$ cat config.mk
export PLATFORM = sky130hd
export DESIGN_NAME = perceptron_train_ctrl
export DESIGN_NICKNAME = d
export VERILOG_FILES = /design/src/rtl/perceptron_train_ctrl.sv
export SDC_FILE = /design/constraint.sdc
export NUM_CORES = 1
export LEC_CHECK = 0
export BUFFER_PORTS_ARGS = -buffer_cell sky130_fd_sc_hd__buf_2
export CELL_PAD_IN_SITES_DETAIL_PLACEMENT = 1
export CELL_PAD_IN_SITES_GLOBAL_PLACEMENT = 1
export CORE_UTILIZATION = 39
export CTS_BUF_LIST = sky130_fd_sc_hd__clkbuf_4 sky130_fd_sc_hd__clkbuf_8
export DETAILED_ROUTE_END_ITERATION = 7
export PLACE_DENSITY_LB_ADDON = 0.05
export SYNTH_ARGS = -nofsm -noshare
export SYNTH_HDL_FRONTEND = slang
export SYNTH_SLANG_ARGS = --single-unit
$ cat constraint.sdc
create_clock -name clk -period 1.8 [get_ports clk]
set_input_delay 0 -clock clk [delete_from_list [all_inputs] [get_ports clk]]
set_output_delay 0 -clock clk [all_outputs]
set_load 0.1 [all_outputs]
$ cat src/rtl/perceptron_train_ctrl.sv
// Control FSM for an N-sample perceptron trainer: runs epochs until an error-free epoch, then streams test inputs.
// Optional epoch limit is enabled by defining PCTRL_TIMEOUT_EN.
module perceptron_train_ctrl #(
  parameter int N_SAMPLES  = 4,
  parameter int ADDR_W     = 2,
  parameter int MAX_EPOCHS = 16,
  parameter int EPOCH_W    = 5,
  parameter int TADDR_W    = 8
) (
  input  logic               clk,
  input  logic               rst,
  input  logic               start,
  input  logic               retrain,
  input  logic               eq,
  input  logic               EOI,
  output logic [ADDR_W-1:0]  sample_addr,
  output logic [TADDR_W-1:0] test_addr,
  output logic               clrW,
  output logic               ldX,
  output logic               ldT,
  output logic               ldW,
  output logic               ldB,
  output logic               updating,
  output logic               learned,
  output logic               timeout,
  output logic               busy,
  output logic               res_valid,
  output logic               done,
  output logic [EPOCH_W-1:0] epoch_cnt,
  output logic [ADDR_W:0]    err_cnt
);

  if (N_SAMPLES < 1 || N_SAMPLES > 2**ADDR_W) begin : g_bad_n_samples
    $error("N_SAMPLES must lie in 1..2**ADDR_W");
  end
  if (MAX_EPOCHS >= 2**EPOCH_W) begin : g_bad_epoch_w
    $error("EPOCH_W too narrow for MAX_EPOCHS");
  end

  typedef enum logic [2:0] {
    S_IDLE, S_INIT, S_EPOCH_START, S_FETCH, S_EVAL, S_UPDATE, S_EPOCH_END, S_TEST
  } state_t;

  localparam logic [ADDR_W-1:0] LAST_ADDR = ADDR_W'(N_SAMPLES - 1);
  localparam logic [ADDR_W:0]   ERR_MAX   = (ADDR_W+1)'(N_SAMPLES);
`ifdef PCTRL_TIMEOUT_EN
  localparam logic [EPOCH_W-1:0] EPOCH_LIMIT = EPOCH_W'(MAX_EPOCHS);
`endif

  state_t               state_q, state_d;
  logic [ADDR_W-1:0]    sample_addr_q, sample_addr_d;
  logic [TADDR_W-1:0]   test_addr_q, test_addr_d;
  logic [EPOCH_W-1:0]   epoch_cnt_q, epoch_cnt_d;
  logic [ADDR_W:0]      err_cnt_q, err_cnt_d;
  logic                 learned_q, learned_d;
  logic                 timeout_q, timeout_d;
  logic                 res_valid_q, res_valid_d;
  logic                 done_q, done_d;
  logic                 last_sample;
  logic [EPOCH_W-1:0]   epoch_inc;

  assign last_sample = (sample_addr_q == LAST_ADDR);
  assign epoch_inc   = epoch_cnt_q + 1'b1;

  always_comb begin
    state_d       = state_q;
    sample_addr_d = sample_addr_q;
    test_addr_d   = test_addr_q;
    epoch_cnt_d   = epoch_cnt_q;
    err_cnt_d     = err_cnt_q;
    learned_d     = learned_q;
    timeout_d     = timeout_q;
    done_d        = 1'b0;
    clrW          = 1'b0;
    ldX           = 1'b0;
    ldT           = 1'b0;
    ldW           = 1'b0;
    ldB           = 1'b0;
    updating      = 1'b0;
    case (state_q)
      S_IDLE: begin
        if (start) begin
          if (learned_q && !retrain) begin
            state_d     = S_TEST;
            test_addr_d = '0;
          end else begin
            state_d = S_INIT;
          end
        end
      end
      S_INIT: begin
        clrW        = 1'b1;
        epoch_cnt_d = '0;
        learned_d   = 1'b0;
        timeout_d   = 1'b0;
        state_d     = S_EPOCH_START;
      end
      S_EPOCH_START: begin
        sample_addr_d = '0;
        err_cnt_d     = '0;
        state_d       = S_FETCH;
      end
      S_FETCH: begin
        ldX     = 1'b1;
        ldT     = 1'b1;
        state_d = S_EVAL;
      end
      S_EVAL: begin
        updating = ~eq;
        if (!eq) begin
          state_d = S_UPDATE;
        end else if (last_sample) begin
          state_d = S_EPOCH_END;
        end else begin
          sample_addr_d = sample_addr_q + 1'b1;
          state_d       = S_FETCH;
        end
      end
      S_UPDATE: begin
        ldW      = 1'b1;
        ldB      = 1'b1;
        updating = 1'b1;
        if (err_cnt_q != ERR_MAX) err_cnt_d = err_cnt_q + 1'b1;
        if (last_sample) begin
          state_d = S_EPOCH_END;
        end else begin
          sample_addr_d = sample_addr_q + 1'b1;
          state_d       = S_FETCH;
        end
      end
      S_EPOCH_END: begin
        epoch_cnt_d = epoch_inc;
        if (err_cnt_q == '0) begin
          learned_d   = 1'b1;
          test_addr_d = '0;
          state_d     = S_TEST;
        end
`ifdef PCTRL_TIMEOUT_EN
        else if (epoch_inc == EPOCH_LIMIT) begin
          // Give up: report the abort and skip the test phase entirely.
          timeout_d = 1'b1;
          done_d    = 1'b1;
          state_d   = S_IDLE;
        end
`endif
        else begin
          state_d = S_EPOCH_START;
        end
      end
      S_TEST: begin
        ldX         = 1'b1;
        test_addr_d = test_addr_q + 1'b1;
        if (EOI) begin
          done_d  = 1'b1;
          state_d = S_IDLE;
        end
      end
      default: state_d = S_IDLE;
    endcase
    res_valid_d = ldX;
  end

  always_ff @(posedge clk) begin
    if (rst) begin
      state_q       <= S_IDLE;
      sample_addr_q <= '0;
      test_addr_q   <= '0;
      epoch_cnt_q   <= '0;
      err_cnt_q     <= '0;
      learned_q     <= 1'b0;
      timeout_q     <= 1'b0;
      res_valid_q   <= 1'b0;
      done_q        <= 1'b0;
    end else begin
      state_q       <= state_d;
      sample_addr_q <= sample_addr_d;
      test_addr_q   <= test_addr_d;
      epoch_cnt_q   <= epoch_cnt_d;
      err_cnt_q     <= err_cnt_d;
      learned_q     <= learned_d;
      timeout_q     <= timeout_d;
      res_valid_q   <= res_valid_d;
      done_q        <= done_d;
    end
  end

  assign sample_addr = sample_addr_q;
  assign test_addr   = test_addr_q;
  assign epoch_cnt   = epoch_cnt_q;
  assign err_cnt     = err_cnt_q;
  assign learned     = learned_q;
  assign timeout     = timeout_q;
  assign res_valid   = res_valid_q;
  assign done        = done_q;
  assign busy        = (state_q != S_IDLE);

endmodule
==> flow_metrics.env, run 1 <==
export IMPL_synth_adder_area_share_pct=5.63
export IMPL_synth_edf_count=0
export IMPL_drive_above_1_share_pct=31.6
export IMPL_wl_mm=3.63
export IMPL_worst_slack_ns=0.145
export IMPL_grt_pass1_vias=1232
export IMPL_vias=1331
export IMPL_finalHoldViolations=0
export IMPL_p_per_area_nw_per_um2=1030
export IMPL_cp_slowest_cell="dfxtp_1"
export IMPL_worst_ep_required_time_ns=1.80
export IMPL_clock_root_buffer="clkbuf_4"
export IMPL_syn_mean_instance_area_um2=8.18
export IMPL_ys_types=47
export IMPL_pre_cts_slack_ns=0.125
export IMPL_seq_area_um2=497
export IMPL_io_pins=35
export IMPL_met1_length_mm=1.67
export IMPL_postPlaceCellArea_um2=1650
export IMPL_fp_coreArea_um2=3150
export IMPL_syn_nets=175
export IMPL_grt_overflow_total=0
export IMPL_synth_compound_area_share_pct=21.9
export IMPL_portBuffers=33
export IMPL_top_layer_used="met4"
export IMPL_crit_path_cell_trace="buf_4, nand2b_1, nor2_2, clkbuf_4"
export IMPL_rsz0062_at_grt="false"
export IMPL_fin_area_um2=1700
export IMPL_hold_depth=2
export IMPL_first_iter_violations=21
export IMPL_fillers=406
export IMPL_hpwl_mm=2.66
export IMPL_min_path_type="in -> reg"
export IMPL_p_sw_mw=0.830
export IMPL_whs_ns=0.0476
export IMPL_die_w_um=60.5
export IMPL_worst_pin_slew_ns=0.586
export IMPL_cp_arrival_ns=1.66
export IMPL_synth_commonest_cells="nor2_1, dfxtp_1, a21oi_1"
export IMPL_die_height_um=60.5
export IMPL_totalPowerFinal_mw=1.75
export IMPL_status="complete, no violations"
export IMPL_ys_warn_count=0
export IMPL_synth_most_common_cell="nor2_1"
export IMPL_cts_made_buffers=3
export IMPL_maxCapViolations=0
export IMPL_rr_endpoint="test_addr[7]"
export IMPL_synth_seq_cells=24
export IMPL_fmax_mhz=604
export IMPL_yosys_area_share_simple_pct=24.7
export IMPL_drtPass1Iterations=4
export IMPL_wl_per_cell_um=15.1
export IMPL_multi_input_area_um2=783
export IMPL_slowest_delay_ns=0.52
export IMPL_synth_top_area_share_pct=36.1
export IMPL_p_clk_share_pct=14.2
export IMPL_netlist_instances=163
export IMPL_worstSetupPathType="reg -> out"
export IMPL_r2r_setup_slack_ns=0.17
export IMPL_wl_met2_mm=1.82
export IMPL_clkSinkCount=24
export IMPL_maxSlewHeadroom_pct=60.0
export IMPL_insertion_delay_ns=0.32
export IMPL_min_period_ns=1.66
export IMPL_start_util_pct=42.3
export IMPL_path_clk_slew_ns=0.14
export IMPL_ys_seq_area_share_pct=36.1
export IMPL_pwr_share_comb_pct=50.8
export IMPL_synth_area_top_cells="dfxtp_1, nor2_1, ha_1"
export IMPL_synthMuxAreaShare_pct=3.19
export IMPL_internal_power_mw=0.921
export IMPL_rows=20
export IMPL_vias_per_cell=5.55
export IMPL_crit_family="buffers and inverters"
export IMPL_setup_viol=0
export IMPL_async_flop_share_pct=0
export IMPL_grt_start_max_net_pins=25
export IMPL_ir_drop_v=0.000774
export IMPL_path_buf_inv=2
export IMPL_cts_path_max_buffers=2
export IMPL_rr_startpoint="err_cnt[0]"
export IMPL_synth_xor_area_share_pct=1.97
export IMPL_worst_path_stages=4
export IMPL_post_cts_setup_buffers=0
export IMPL_drtAntennaViolNets=0
export IMPL_place_gp_congestion=0.807
export IMPL_synthFlopType="dfxtp_1"
export IMPL_synth_top_family_by_area="simple AND/OR/NAND/NOR gates"
export IMPL_sw_frac_of_total_pct=47.4
export IMPL_maxSlewViolCount=0
export IMPL_syn_to_final_growth_pct=27.8
export IMPL_synth_top_area_cell="dfxtp_1"
export IMPL_num_antenna_cells=0
export IMPL_htreeDepth=1
export IMPL_rr_worst_depth=6
export IMPL_crit_end="updating"
export IMPL_crit_fanout=14
export IMPL_drc=0
export IMPL_cp_end_kind="output pin"
export IMPL_layout_nets=210
export IMPL_antenna_found_initial=0
export IMPL_crit_start="state_q[1]"
export IMPL_cts_tree="built"
export IMPL_wl_met3_um=100
export IMPL_critPathLaunchType="flop"
export IMPL_seq_power_share_pct=35.0
export IMPL_grt_pass1_wl_mm=5.58
export IMPL_netlist_area_um2=1330
export IMPL_fin_crit_sh_pct=92.0
export IMPL_design_die_area_um2=3650
export IMPL_fin_skew_ns=0.00272
export IMPL_p_leak_nw=0.719
export IMPL_grt_usage_pct=20.7
-- cells by family after synthesis --
kind of cell,count (synthesis)
AND/OR/NAND/NOR,65
AO/OA/AOI/OAI,42
flip-flops,24
buffers and inverters,18
adder cells (fa/ha/maj),6
multiplexers,4
XOR/XNOR,3
other,1
-- through the flow --
stage	cells	TNS [ns]	util [%]
floorplan	163	-0.549	-
global placement	235	0	52.4
detailed placement	235	0	52.4
CTS	240	0	53.7
global route	240	0	54.0
finish	240	0	54.0
-- worst min-delay path by stage --
stage / startpoint / to
after floorplan: EOI / state_q[2]
after global placement: EOI / state_q[2]
after detailed placement: EOI / state_q[2]
after CTS: rst / learned
after global routing: rst / epoch_cnt[4]
final: rst / learned
-- area by class of cell --
| class | count | area share (%) |
|---|---|---|
| repair buffers | 40 | 18.5 |
| flip-flops and latches | 24 | 29.2 |
| inverters | 8 | 1.76 |
| well taps | 44 | 3.23 |
| clock buffers | 3 | 1.32 |
| multi-input cells | 121 | 46.0 |
-- flip-flops by register name, indices dropped and copies added (netlist names) --
signal,cells
learned,1
err_cnt,3
epoch_cnt,5
res_valid,1
test_addr,8
done,1
sample_addr,2
state_q,3
-- power by group through the flow --
stage | Sequential (mW) | Combinational [mW] | Clock, mW
floorplan | 0.667 | 0.584 | 0
global placement | 0.617 | 0.862 | 0
detailed placement | 0.622 | 0.879 | 0
CTS | 0.610 | 0.886 | 0.253
global route | 0.620 | 0.935 | 0.275
finish | 0.613 | 0.889 | 0.249
-- layout by cell type, fill, tap and decap left out, drive strengths merged, types with 2 or more instances in the layout --
cell type	Yosys	routed
ha	6	6
nor2	25	25
nor2b	2	2
dfxtp	24	24
nand2b	3	3
a211oi	2	2
inv	7	7
nor3b	2	2
and3b	2	2
a2111oi	4	4
o211ai	3	3
a31oi	2	2
nor3	3	3
o21ai	8	8
buf	9	37
clkbuf	1	4
and2	2	2
mux2i	2	2
or3	4	4
o21bai	2	2
mux2	2	2
a21oi	12	12
nand3	6	6
dlygate4sd3	0	2
nand2	8	8
xor2	3	3
a2bb2oi	2	2
-- routing by layer --
layer	GRT usage, %	vias up
li1	-	653
met1	25.7	650
met2	37.0	23
met3	2.56	5
met4	6.82	0
met5	0	-
-- timing repair --
action	in CTS	in global routing
hold buffers	2	0
setup endpoints to repair	0	3
endpoints found under the hold margin	3	0
resized for setup	0	3
Note: power is estimated with default switching activity, not from simulation.
==> inputs of run 2 (changes only) <==
--- a/config.mk
+++ b/config.mk
@@ -8,7 +8,8 @@
 export BUFFER_PORTS_ARGS = -buffer_cell sky130_fd_sc_hd__buf_2
 export CELL_PAD_IN_SITES_DETAIL_PLACEMENT = 1
 export CELL_PAD_IN_SITES_GLOBAL_PLACEMENT = 1
-export CORE_UTILIZATION = 39
+export CORE_MARGIN = 10
+export CORE_UTILIZATION = 42
 export CTS_BUF_LIST = sky130_fd_sc_hd__clkbuf_4 sky130_fd_sc_hd__clkbuf_8
 export DETAILED_ROUTE_END_ITERATION = 7
 export PLACE_DENSITY_LB_ADDON = 0.05
==> constraint.sdc (replaced) <==
create_clock -name clk -period 2.06 [get_ports clk]
set_input_delay 0 -clock clk [delete_from_list [all_inputs] [get_ports clk]]
set_output_delay 0 -clock clk [all_outputs]
set_load 0.1 [all_outputs]
==> run 2 against run 1 <==
Net effect: register-to-register slack better by 0.26 ns; worst hold slack worse by 0.0099 ns; wire length is 6.2% lower; worst setup slack better by 0.037 ns; first-iteration DRC count grew to 3.4 times the previous value; via count is 5.6% lower; cell area is 7.4% lower; clock skew hardly changed; clock-buffer cell count stayed put; critical path depth stayed put; die area is 59% higher; clock power is 16% lower; critical path type unchanged; critical endpoint is now clrW; highest routed layer unchanged.
==> flow_metrics.env, run 2 (synthesis results as in run 1) <==
export IMPL_status="complete, no violations"
export IMPL_clock_root_buffer="clkbuf_4"
export IMPL_crit_fanout=17
export IMPL_holdPathEnd="state_q[1]"
export IMPL_critPathLaunchType="flop"
export IMPL_path_buf_inv=2
export IMPL_crit_start="state_q[0]"
export IMPL_drive_above_1_share_pct=23.6
export IMPL_drtAntennaViolNets=0
export IMPL_cp_end_kind="output pin"
export IMPL_first_iter_violations=71
export IMPL_insertion_delay_ns=0.32
export IMPL_die_height_um=76.3
export IMPL_finalHoldViolations=0
export IMPL_clkSinkCount=24
export IMPL_min_path_type="in -> reg"
export IMPL_fin_crit_sh_pct=91.2
export IMPL_antenna_found_initial=0
export IMPL_postPlaceCellArea_um2=1530
export IMPL_cts_resized=0
export IMPL_io_pins=35
export IMPL_place_gp_congestion=0.772
export IMPL_cp_arrival_ns=1.88
export IMPL_utilization_pct=51.6
export IMPL_start_util_pct=43.6
export IMPL_grt_pass1_vias=1273
export IMPL_setup_viol=0
export IMPL_portBuffers=33
export IMPL_fin_area_um2=1580
export IMPL_r2r_setup_slack_ns=0.43
export IMPL_hpwl_mm=2.68
export IMPL_fin_tns_setup_ns=0
export IMPL_rr_startpoint="state_q[1]"
export IMPL_worst_slack_ns=0.181
export IMPL_p_leak_nw=0.686
export IMPL_maxSlewViolCount=0
export IMPL_worstSetupPathType="reg -> out"
export IMPL_htreeDepth=1
export IMPL_fmax_mhz=532
export IMPL_cts_tree="built"
export IMPL_slowest_delay_ns=0.53
export IMPL_vias=1257
export IMPL_ir_drop_v=0.000633
export IMPL_grt_usage_pct=11.9
export IMPL_worst_ep_required_time_ns=2.06
export IMPL_cts_path_max_buffers=2
export IMPL_grt_pass1_wl_mm=5.95
export IMPL_maxCapViolations=0
export IMPL_totalPowerFinal_mw=1.40
export IMPL_grt_overflow_total=0
export IMPL_fin_skew_ns=0.00316
export IMPL_fp_coreArea_um2=3050
export IMPL_largest_register_ffs=8
export IMPL_drtPass1Iterations=4
export IMPL_design_die_area_um2=5830
export IMPL_cts_made_buffers=3
export IMPL_crit_path_cell_trace="buf_4, nand2b_1, nor2_1, buf_2"
export IMPL_post_cts_setup_buffers=0
export IMPL_dp_cells=234
export IMPL_p_per_area_nw_per_um2=886
export IMPL_min_period_ns=1.88
export IMPL_drc=0
export IMPL_hold_depth=3
export IMPL_final_cell_mix="buf_2, nor2_1, dfxtp_1"
export IMPL_whs_ns=0.0377
export IMPL_rr_worst_depth=4
export IMPL_syn_to_final_growth_pct=18.3
export IMPL_layout_nets=209
export IMPL_rr_endpoint="err_cnt[2]"
export IMPL_path_clk_slew_ns=0.13
export IMPL_vias_per_cell=5.26
export IMPL_worstHoldStart="eq"
export IMPL_wl_mm=3.40
export IMPL_cp_slowest_cell="dfxtp_1"
export IMPL_die_w_um=76.3
export IMPL_rsz0062_at_grt="false"
export IMPL_wl_per_cell_um=14.2
export IMPL_pre_cts_slack_ns=0.441
export IMPL_num_antenna_cells=0
export IMPL_rows=20
export IMPL_grt_start_max_net_pins=19
export IMPL_final_cells=239
export IMPL_crit_family="buffers and inverters"
export IMPL_mostFrequentLayoutCell="buf_2"
==> run 2: cell types whose count changed in the layout (fill, tap and decap cells not counted), moves of 2 or more <==
cell	before	now
buf_12	6	0
nor2_1	22	24
dfxtp_1	11	22
dfxtp_2	13	2
buf_2	26	33
nor2_2	3	1
==> run 2: worst min-delay path, delay by kind of cell <==
family | cells | cell delay (ns)
buffers and inverters | 1 | 0.11
and+or+nand+nor | 1 | 0.12
AOI/OAI and AO/OA | 1 | 0.09
==> run 2: repair_timing <==
| item | 4_1_cts | 5_1_grt |
|---|---|---|
| hold endpoints to repair | 3 | 0 |
| hold buffers | 2 | 0 |
| setup endpoints to repair | 0 | 0 |
==> run 2: routing by layer <==
layer / up-vias / part of all wire [%] / wire [um] / GRT usage, %
met3: 4 / 6.7 / 229 / 4.25
met5: - / 0 / 0 / 0
met2: 23 / 45 / 1530 / 19.6
met1: 584 / 48 / 1620 / 14.0
li1: 646 / - / - / -
met4: 0 / 0.85 / 29 / 3.90
==> run 2: where the power goes <==
part,total [mW],internal (mW),switching (mW)
clock,0.208,0.0685,0.139
sequential,0.532,0.489,0.0438
combinational,0.656,0.158,0.498
==> run 2: cell type report <==
class | instances | area (um2)
multi-input cells | 121 | 771
flip-flops and latches | 24 | 483
repair buffers | 39 | 215
well taps | 44 | 55.1
inverters | 8 | 30.0
fillers | 395 | 1480
clock buffers | 3 | 22.5
==> run 2: worst max path at each step <==
stage / end / slack, ns / cells past startpoint
floorplan: err_cnt[2] / -0.07 / 4
global placement: epoch_cnt[2] / 0.45 / 4
detailed placement: test_addr[5] / 0.44 / 6
CTS: clrW / 0.16 / 4
global route: clrW / 0.01 / 4
finish: clrW / 0.18 / 4
==> inputs of run 3 (changes only) <==
--- a/config.mk
+++ b/config.mk
@@ -5,14 +5,15 @@
 export SDC_FILE = /design/constraint.sdc
 export NUM_CORES = 1
 export LEC_CHECK = 0
-export BUFFER_PORTS_ARGS = -buffer_cell sky130_fd_sc_hd__buf_2
 export CELL_PAD_IN_SITES_DETAIL_PLACEMENT = 1
 export CELL_PAD_IN_SITES_GLOBAL_PLACEMENT = 1
 export CORE_MARGIN = 10
-export CORE_UTILIZATION = 42
+export CORE_UTILIZATION = 51
 export CTS_BUF_LIST = sky130_fd_sc_hd__clkbuf_4 sky130_fd_sc_hd__clkbuf_8
 export DETAILED_ROUTE_END_ITERATION = 7
+export DONT_BUFFER_PORTS = 1
 export PLACE_DENSITY_LB_ADDON = 0.05
+export REMOVE_ABC_BUFFERS = 1
 export SYNTH_ARGS = -nofsm -noshare
 export SYNTH_HDL_FRONTEND = slang
 export SYNTH_SLANG_ARGS = --single-unit
==> run 3 against run 2 <==
Net effect: via count grew 7.1%; sequential share of layout area shrank 1.3 points; cell count shrank 6.7%; fmax grew 4.6%; wire length grew 30%; clock power grew 26%; global-route usage grew 5.3 points; total power grew 9.5%; first-iteration DRC count shrank 5.6%; register-to-register slack lost 0.17 ns; clock skew grew 0.00073 ns; die area shrank 13%.
==> flow_metrics.env, run 3 (synthesis results as in run 1) <==
export IMPL_min_path_type="in -> reg"
export IMPL_fin_area_um2=1640
export IMPL_worst_ep_required_time_ns=2.25
export IMPL_worstSetupPathType="reg -> reg"
export IMPL_ir_drop_v=0.000710
export IMPL_die_w_um=71.1
export IMPL_layout_nets=206
export IMPL_vias=1346
export IMPL_min_period_ns=1.80
export IMPL_path_clk_slew_ns=0.14
export IMPL_grt_start_max_net_pins=20
export IMPL_start_util_pct=53.8
export IMPL_fmax_mhz=557
export IMPL_drive_above_1_share_pct=22.8
export IMPL_grt_usage_pct=17.2
export IMPL_grt_overflow_total=0
export IMPL_insertion_delay_ns=0.33
export IMPL_crit_fanout=17
export IMPL_antenna_found_initial=0
export IMPL_cts_path_max_buffers=2
export IMPL_cts_made_buffers=3
export IMPL_final_cell_mix="buf_4, dfxtp_1, nor2_1"
export IMPL_drc=0
export IMPL_num_antenna_cells=0
export IMPL_hpwl_mm=2.95
export IMPL_p_per_area_nw_per_um2=931
export IMPL_fin_skew_ns=0.00389
export IMPL_totalPowerFinal_mw=1.53
export IMPL_cp_end_kind="flop"
export IMPL_drtPass1Iterations=4
export IMPL_io_pins=35
export IMPL_status="complete, no violations"
export IMPL_critPathLaunchType="flop"
export IMPL_clkSinkCount=24
export IMPL_rows=18
export IMPL_maxSlewHeadroom_pct=47.8
export IMPL_p_leak_nw=0.678
export IMPL_worst_pin_slew_ns=0.763
export IMPL_setup_viol=0
export IMPL_post_cts_setup_buffers=0
export IMPL_place_gp_congestion=0.852
export IMPL_drtAntennaViolNets=0
export IMPL_htreeDepth=1
export IMPL_maxSlewViolCount=0
export IMPL_finalHoldViolations=0
export IMPL_maxCapViolations=0
export IMPL_cts_tree="built"
export IMPL_largest_register_ffs=8
export IMPL_grt_pass1_wl_mm=7.16
export IMPL_syn_to_final_growth_pct=23.3
export IMPL_postPlaceCellArea_um2=1570
export IMPL_rsz0062_at_grt="false"
export IMPL_portBuffers=0
export IMPL_vias_per_cell=6.04
export IMPL_die_height_um=71.1
export IMPL_wl_mm=4.44
export IMPL_clock_root_buffer="clkbuf_4"
export IMPL_design_die_area_um2=5060
export IMPL_mostFrequentLayoutCell="buf_4"
export IMPL_grt_pass1_vias=1461
export IMPL_first_iter_violations=67
export IMPL_cp_arrival_ns=1.98
export IMPL_fillers=313
export IMPL_wl_per_cell_um=19.9
export IMPL_fp_coreArea_um2=2480
export IMPL_fin_crit_sh_pct=87.2
[run 3: changes by cell type in the layout (fill, tap and decap cells not counted)]
cell           delta
dfxtp_1           +1
and3b_1           -1
nor2_1            -2
and3b_2           +1
buf_2            -33
dfxtp_2           -1
clkbuf_8          +1
nor2_2            +2
dlygate4sd3_1     +2
buf_4            +28
[run 3: final cells by class]
type,instances,area [um2],share of cell area (%)
Sequential cell,24,482,29.3
Tap cell,30,37.5,2.28
Inverter,8,30.0,1.83
Clock buffer,4,36.3,2.21
Timing Repair Buffer,36,280,17.1
Multi-Input combinational cell,121,777,47.3
[run 3: through the flow]
step	setup WS (ns)	hold WS, ns	util [%]	std cells	TNS [ns]
after global placement	0.393	0.0752	63.2	215	0
final	0.264	0.0548	66.3	223	0
after detailed placement	0.290	0.0736	63.2	215	0
after floorplan	-1.16	0.0691	-	153	-3.79
after global routing	0.133	0.0447	66.3	223	0
after CTS	0.174	0.00284	66.3	223	0
[run 3: path summary, 6_finish.rpt]
check | end | slack [ns] | depth (start not counted) | start
setup / recovery | sample_addr[1] | 0.26 | 5 | state_q[0]
hold / removal | state_q[0] | 0.05 | 3 | EOI
setup reg to reg | sample_addr[1] | 0.26 | 5 | state_q[0]
hold reg to reg | test_addr[7] | 0.50 | 2 | test_addr[7]
[run 3: where the power goes]
| group | switching (mW) | internal, mW |
|---|---|---|
| Combinational | 0.542 | 0.185 |
| Sequential | 0.0494 | 0.490 |
| Clock | 0.154 | 0.108 |
[run 3: what timing repair did]
item	4_1_cts	5_1_grt
hold buffers	4	0
hold endpoints to repair	24	0
resized for setup	0	1
setup endpoints to repair	0	1
[run 3: routing by layer]
metal	wire length, um	global-route usage, %	vias up
met3	357	5.72	13
li1	-	-	636
met1	1780	18.3	649
met4	134	7.53	0
met5	0	0	-
met2	2170	30.0	48
[run 3: worst max-delay path, stage by stage (launching register included)]
cell	delay [ns]
dfxtp_1	0.55
buf_4	0.30
nor2_1	0.09
o32ai_2	0.32
mux2i_1	0.30
nor2_1	0.10
